==> config.mk <==
export PLATFORM = sky130hd
export DESIGN_NAME = lsu_bus_port
export DESIGN_NICKNAME = d
export VERILOG_FILES = /design/src/rtl/lsu_bus_port.sv
export SDC_FILE = /design/constraint.sdc
export NUM_CORES = 1
export LEC_CHECK = 0
export CORE_ASPECT_RATIO = 0.9
export CORE_MARGIN = 3
export CORE_UTILIZATION = 45
export DETAILED_ROUTE_END_ITERATION = 10
export PLACE_DENSITY = 0.93
export SLEW_MARGIN = 20
export SYNTH_ARGS = -nofsm -noshare
export SYNTH_HDL_FRONTEND = slang
export SYNTH_SLANG_ARGS = --single-unit
==> constraint.sdc <==
create_clock -name clk -period 5.4 [get_ports clk]
set_input_delay 0.81 -clock clk [delete_from_list [all_inputs] [get_ports clk]]
set_output_delay 0.81 -clock clk [all_outputs]
set_load 0.02 [all_outputs]
==> src/rtl/lsu_bus_port.sv <==
// ============================================================================
// Module      : lsu_bus_port
// Description : Memory-side responder for the core's load/store unit. Turns
//               one core load/store into a single word-aligned bus
//               transaction. It generates the byte lanes, write strobes and
//               store replication, and extracts and extends load data. The
//               core is stalled while the transaction is outstanding.
//               Misaligned or invalid accesses and response timeouts are
//               reported through err.
// Revision    : 1.0 - initial release
// ----------------------------------------------------------------------------
// Ports
//   clk        in   1   single clock, rising edge
//   reset      in   1   synchronous, active-high
//   req        in   1   core memory op request (held with fields while stall)
//   memw       in   1   1 = store, 0 = load
//   memwidth   in   2   0 = byte, 1 = half, 2 = word, 3 = invalid
//   memsext    in   1   load sign-extend (1) / zero-extend (0)
//   addr       in   32  byte address
//   wdata      in   32  store data, right-justified
//   stall      out  1   req && state != DONE
//   rdata      out  32  formatted load data, valid in DONE
//   err        out  1   misaligned/invalid access or timeout, valid in DONE
//   bus_valid  out  1   bus request valid, held until bus_ready
//   bus_we     out  1   bus write enable
//   bus_addr   out  32  word-aligned bus address
//   bus_wdata  out  32  lane-replicated store data
//   bus_wstrb  out  4   byte strobes (0000 on loads)
//   bus_ready  in   1   request accepted when bus_valid && bus_ready
//   bus_rvalid in   1   one-cycle response / write acknowledge
//   bus_rdata  in   32  read word
// ============================================================================
`default_nettype none

module lsu_bus_port #(
    parameter int unsigned TIMEOUT = 255
) (
    input  logic        clk,
    input  logic        reset,
    input  logic        req,
    input  logic        memw,
    input  logic [1:0]  memwidth,
    input  logic        memsext,
    input  logic [31:0] addr,
    input  logic [31:0] wdata,
    output logic        stall,
    output logic [31:0] rdata,
    output logic        err,
    output logic        bus_valid,
    output logic        bus_we,
    output logic [31:0] bus_addr,
    output logic [31:0] bus_wdata,
    output logic [3:0]  bus_wstrb,
    input  logic        bus_ready,
    input  logic        bus_rvalid,
    input  logic [31:0] bus_rdata
);

    // Counter wide enough to hold TIMEOUT-1.
    localparam int unsigned C_CNT_W = (TIMEOUT > 1) ? $clog2(TIMEOUT) : 1;
    localparam logic [C_CNT_W-1:0] C_CNT_LAST = C_CNT_W'(TIMEOUT - 1);

    localparam logic [1:0] C_W_BYTE = 2'd0;
    localparam logic [1:0] C_W_HALF = 2'd1;
    localparam logic [1:0] C_W_WORD = 2'd2;

    typedef enum logic [1:0] {
        S_IDLE = 2'd0,
        S_ADDR = 2'd1,
        S_RESP = 2'd2,
        S_DONE = 2'd3
    } state_t;

    // ------------------------------------------------------------------
    // State
    // ------------------------------------------------------------------
    state_t             r_state_q,     w_state_d;
    logic [1:0]         r_off_q,       w_off_d;
    logic               r_we_q,        w_we_d;
    logic [1:0]         r_width_q,     w_width_d;
    logic               r_sext_q,      w_sext_d;
    logic [C_CNT_W-1:0] r_cnt_q,       w_cnt_d;
    logic [31:0]        r_rdata_q,     w_rdata_d;
    logic               r_err_q,       w_err_d;
    logic               r_bus_valid_q, w_bus_valid_d;
    logic [31:0]        r_bus_addr_q,  w_bus_addr_d;
    logic [31:0]        r_bus_wdata_q, w_bus_wdata_d;
    logic [3:0]         r_bus_wstrb_q, w_bus_wstrb_d;

    // ------------------------------------------------------------------
    // Request decode (from live core inputs, used only when leaving IDLE)
    // ------------------------------------------------------------------
    logic        w_misaligned;
    logic [31:0] w_st_wdata;
    logic [3:0]  w_st_wstrb;

    always_comb begin
        w_misaligned = 1'b0;
        case (memwidth)
            C_W_BYTE: w_misaligned = 1'b0;
            C_W_HALF: w_misaligned = addr[0];
            C_W_WORD: w_misaligned = (addr[1:0] != 2'b00);
            default:  w_misaligned = 1'b1;
        endcase
    end

    // Stores replicate the datum across every lane it could occupy so the
    // strobes alone select the target bytes.
    always_comb begin
        w_st_wdata = wdata;
        w_st_wstrb = 4'b1111;
        case (memwidth)
            C_W_BYTE: begin
                w_st_wdata = {4{wdata[7:0]}};
                w_st_wstrb = 4'b0001 << addr[1:0];
            end
            C_W_HALF: begin
                w_st_wdata = {2{wdata[15:0]}};
                w_st_wstrb = 4'b0011 << addr[1:0];
            end
            default: begin
                w_st_wdata = wdata;
                w_st_wstrb = 4'b1111;
            end
        endcase
    end

    // ------------------------------------------------------------------
    // Load extraction: shift the addressed lane down to bit 0, then extend.
    // ------------------------------------------------------------------
    logic [31:0] w_ld_shift;
    logic [31:0] w_ld_data;

    always_comb begin
        w_ld_shift = bus_rdata >> {r_off_q, 3'b000};
        w_ld_data  = w_ld_shift;
        case (r_width_q)
            C_W_BYTE: w_ld_data = r_sext_q ? {{24{w_ld_shift[7]}}, w_ld_shift[7:0]}
                                           : {24'h0, w_ld_shift[7:0]};
            C_W_HALF: w_ld_data = r_sext_q ? {{16{w_ld_shift[15]}}, w_ld_shift[15:0]}
                                           : {16'h0, w_ld_shift[15:0]};
            default:  w_ld_data = w_ld_shift;
        endcase
    end

    // ------------------------------------------------------------------
    // Next-state / output logic
    // ------------------------------------------------------------------
    always_comb begin
        w_state_d     = r_state_q;
        w_off_d       = r_off_q;
        w_we_d        = r_we_q;
        w_width_d     = r_width_q;
        w_sext_d      = r_sext_q;
        w_cnt_d       = r_cnt_q;
        w_rdata_d     = r_rdata_q;
        w_err_d       = r_err_q;
        w_bus_valid_d = r_bus_valid_q;
        w_bus_addr_d  = r_bus_addr_q;
        w_bus_wdata_d = r_bus_wdata_q;
        w_bus_wstrb_d = r_bus_wstrb_q;

        case (r_state_q)
            S_IDLE: begin
                if (req) begin
                    w_off_d   = addr[1:0];
                    w_we_d    = memw;
                    w_width_d = memwidth;
                    w_sext_d  = memsext;
                    if (w_misaligned) begin
                        // Rejected without touching the bus.
                        w_state_d = S_DONE;
                        w_err_d   = 1'b1;
                        w_rdata_d = 32'h0;
                    end else begin
                        w_state_d     = S_ADDR;
                        w_bus_valid_d = 1'b1;
                        w_bus_addr_d  = {addr[31:2], 2'b00};
                        w_bus_wdata_d = memw ? w_st_wdata : 32'h0;
                        w_bus_wstrb_d = memw ? w_st_wstrb : 4'b0000;
                    end
                end
            end

            S_ADDR: begin
                if (bus_ready) begin
                    w_state_d     = S_RESP;
                    w_bus_valid_d = 1'b0;
                    w_cnt_d       = '0;
                end
            end

            S_RESP: begin
                // A response arriving on the last allowed cycle still wins.
                if (bus_rvalid) begin
                    w_state_d = S_DONE;
                    w_err_d   = 1'b0;
                    w_rdata_d = r_we_q ? 32'h0 : w_ld_data;
                end else if (r_cnt_q == C_CNT_LAST) begin
                    w_state_d = S_DONE;
                    w_err_d   = 1'b1;
                    w_rdata_d = 32'h0;
                end else begin
                    w_cnt_d = r_cnt_q + C_CNT_W'(1);
                end
            end

            S_DONE: begin
                w_state_d = S_IDLE;
            end

            default: begin
                w_state_d = S_IDLE;
            end
        endcase
    end

    // ------------------------------------------------------------------
    // Registers
    // ------------------------------------------------------------------
    always_ff @(posedge clk) begin
        if (reset) begin
            r_state_q     <= S_IDLE;
            r_off_q       <= 2'b00;
            r_we_q        <= 1'b0;
            r_width_q     <= 2'b00;
            r_sext_q      <= 1'b0;
            r_cnt_q       <= '0;
            r_rdata_q     <= 32'h0;
            r_err_q       <= 1'b0;
            r_bus_valid_q <= 1'b0;
            r_bus_addr_q  <= 32'h0;
            r_bus_wdata_q <= 32'h0;
            r_bus_wstrb_q <= 4'b0000;
        end else begin
            r_state_q     <= w_state_d;
            r_off_q       <= w_off_d;
            r_we_q        <= w_we_d;
            r_width_q     <= w_width_d;
            r_sext_q      <= w_sext_d;
            r_cnt_q       <= w_cnt_d;
            r_rdata_q     <= w_rdata_d;
            r_err_q       <= w_err_d;
            r_bus_valid_q <= w_bus_valid_d;
            r_bus_addr_q  <= w_bus_addr_d;
            r_bus_wdata_q <= w_bus_wdata_d;
            r_bus_wstrb_q <= w_bus_wstrb_d;
        end
    end

    // ------------------------------------------------------------------
    // Outputs
    // ------------------------------------------------------------------
    assign stall     = req && (r_state_q != S_DONE);
    assign rdata     = r_rdata_q;
    assign err       = r_err_q;
    assign bus_valid = r_bus_valid_q;
    assign bus_we    = r_we_q;
    assign bus_addr  = r_bus_addr_q;
    assign bus_wdata = r_bus_wdata_q;
    assign bus_wstrb = r_bus_wstrb_q;

endmodule

`default_nettype wire

==> impl_metrics.tcl <==
set metrics [dict create \
    n_fill_cell 829 \
    drv_cap 0 \
    dp_hpwl_um 11800 \
    drt-wirelength-per-cell_um 17.4 \
    status "complete, no violations" \
    rows 37 \
    synth_flop_cell "dfxtp_1" \
    synth_cell_type_count 50 \
    regArea_mm2 0.00232 \
    yosys-top-cells-area "dfxtp_1 43%, a21oi_1 7.0%, nand2_1 6.9%, mux2i_1 5.0%, mux2_2 4.8%" \
    synth_area_leader_cell "dfxtp_1" \
    slew_violations 0 \
    fmax_ghz 0.305 \
    die_y_um 110 \
    hold_path_class "reg2reg" \
    rsz0062_at_grt "false" \
    hold_viol_final 0 \
    htree_levels 4 \
    cts_setup_buffers 0 \
    fp.dieW_um 122 \
    postRouteAntennaNets 0 \
    firstDrtPassIters 7 \
    tightest_slew_ps 1020 \
    fin_nets 924 \
    start_util_pct 46.8 \
    drive_gt1_share_pct 9.09 \
    fin_worst_skew_ps 7.11 \
    cts_tree "yes" \
    grt_overflow 0 \
    synth_largest_type_area_fraction_pct 42.7 \
    crit_arrival_ps 2470 \
    numPortBuffers 206 \
    route.vias.total 5400 \
    required_ps 4590 \
    critPathKind "in2out" \
    ys_warn_count 0 \
    period_needed_ps 3280 \
    cp-end-kind "output pin" \
    grt_pass1_wl_um 26500 \
    power.density_mw_per_mm2 350 \
    drt_iter0_markers 379 \
    synth_edf_count 0 \
    cts_root_buffer "clkbuf_16" \
    antenna_found_initial 0 \
    drc_errors 0 \
    postCtsHoldBufs 0 \
    netlist_area_mm2 0.00544 \
    slew_headroom_pct 32.1 \
    io_pins 209 \
    die_area_mm2 0.0134 \
    grt_max_degree 82 \
    numCtsBuffers 17 \
    cts_repair_resize_count 0 \
    diodes 0 \
    gp_congestion 0.849 \
    cts_buffer_depth 2 \
    tns_ps 0 \
    multi_input_area_mm2 0.00279 \
    ys_seq_elements 116 \
    syn_inst 635 \
    async_flop_share_pct 0 \
    whs_ps 448 \
    grt_pass1_vias 5259 \
    finalSetupViolCount 0 \
    postSynthAreaPerCell_um2 8.57 \
    routed_wl_um 17000 \
    ys_seq_area_share_pct 42.7 \
    leakagePower_nw 2.80 \
    avgViaCountPerCell 5.50 \
    syn2layout_area_growth_pct 48.5 \
    core_area_mm2 0.0116 \
    clock_sinks 116 \
    start_kind "input port" \
    insertion_delay_ps 410 \
    fin_crit_sh_pct 60.7 \
    path_clk_slew_ps 50 \
    cp_max_fo 11 \
    peakVddDrop_mv 0.252 \
    grt_usage_pct 25.0 \
]
==> through the flow <==
stage | setup slack, ps | utilization [%] | instances | cell area [um2] | power [mW]
2_1_floorplan | 3220 | - | 636 | 5450 | 1.45
3_3_place_gp | 2100 | 64.5 | 949 | 7500 | 1.71
3_5_place_dp | 2040 | 64.5 | 949 | 7500 | 1.73
4_1_cts | 2120 | 69.5 | 981 | 8080 | 2.83
5_1_grt | 2080 | 69.5 | 981 | 8080 | 2.95
6_report | 2120 | 69.5 | 981 | 8080 | 2.83
==> synthesized netlist by cell type, types with 5 or more instances <==
cell         n
o21ai_0     22
a22oi_1     25
ha_1         7
nand2_1    100
dfxtp_1    116
mux2i_1     27
buf_2       19
o32ai_1     12
nor2_1      33
mux2_2      23
o21a_1      11
buf_1        5
inv_1       25
o2bb2ai_1   23
a21oi_1     76
clkbuf_1    26
nand3_1     18
nor2b_1      7
and3_1       6
==> area by class of cell <==
type                       count  share of cell area (%)
multi-input combinational    440                    34.5
sequential                   116                    28.7
timing repair buffer         212                    26.0
clock buffer                  22                    5.87
tap                          156                    2.42
clock inverter                10                    1.30
inverter                      25                    1.16
==> cells by family after synthesis <==
group	after synthesis	synth area share, %
AOI/OAI and AO/OA	198	24.6
and+or+nand+nor	182	14.5
DFF	116	42.7
buffers and inverters	80	6.37
muxes	51	10.1
adders and majority gates	7	1.61
other	1	0.0689
==> registers in the layout (all words and copies together), names as in the netlist, 2 cells and up <==
name       cells
rdata         32
r_state_q      2
bus_wstrb      4
r_cnt_q        8
bus_wdata     32
r_width_q      2
bus_addr      30
r_off_q        2
==> worst paths after layout <==
| check | from | endpoint | slack, ps | depth (start not counted) |
|---|---|---|---|---|
| worst max register to register | r_state_q[0]$_SDFFE_PP0P_ | bus_addr[27]$_SDFFE_PP0P_ | 2650 | 7 |
| worst min-delay path | bus_wstrb[3]$_SDFFE_PP0P_ | bus_wstrb[3]$_SDFFE_PP0P_ | 450 | 2 |
| worst max-delay path | req | stall | 2120 | 3 |
| worst min register to register | bus_wstrb[3]$_SDFFE_PP0P_ | bus_wstrb[3]$_SDFFE_PP0P_ | 450 | 2 |
==> routing by layer <==
layer  wire length, um  GRT usage, %  up-vias
li1                  -             -     2618
met1              6770          29.5     2504
met2              8210          42.1      249
met3              1770          9.23       29
met4               300          9.04        0
met5                 0             0        -
==> critical path: stages <==
cell and delay [ps]:
clkdlybuf4s50_1 700, nor2b_1 300, clkdlybuf4s50_1 650
==> power breakdown <==
| part | internal (mW) | switching [mW] | total [mW] |
|---|---|---|---|
| combinational | 0.320 | 0.430 | 0.749 |
| sequential | 0.925 | 0.0508 | 0.975 |
| clock | 0.710 | 0.392 | 1.10 |
==> cell usage in the layout, fill, tap and decap left out, types with 12 or more instances in the layout <==
master	synthesis	routed
nand2_1	100	100
nand3_1	18	18
dfxtp_1	116	116
o32ai_1	12	12
a22oi_1	25	25
clkbuf_16	0	17
nor2_1	33	33
clkdlybuf4s50_1	0	205
inv_1	25	25
a21oi_1	76	76
o2bb2ai_1	23	23
mux2_2	23	23
mux2i_1	27	27
o21ai_0	22	22
Note: power is estimated with default switching activity, not from simulation.
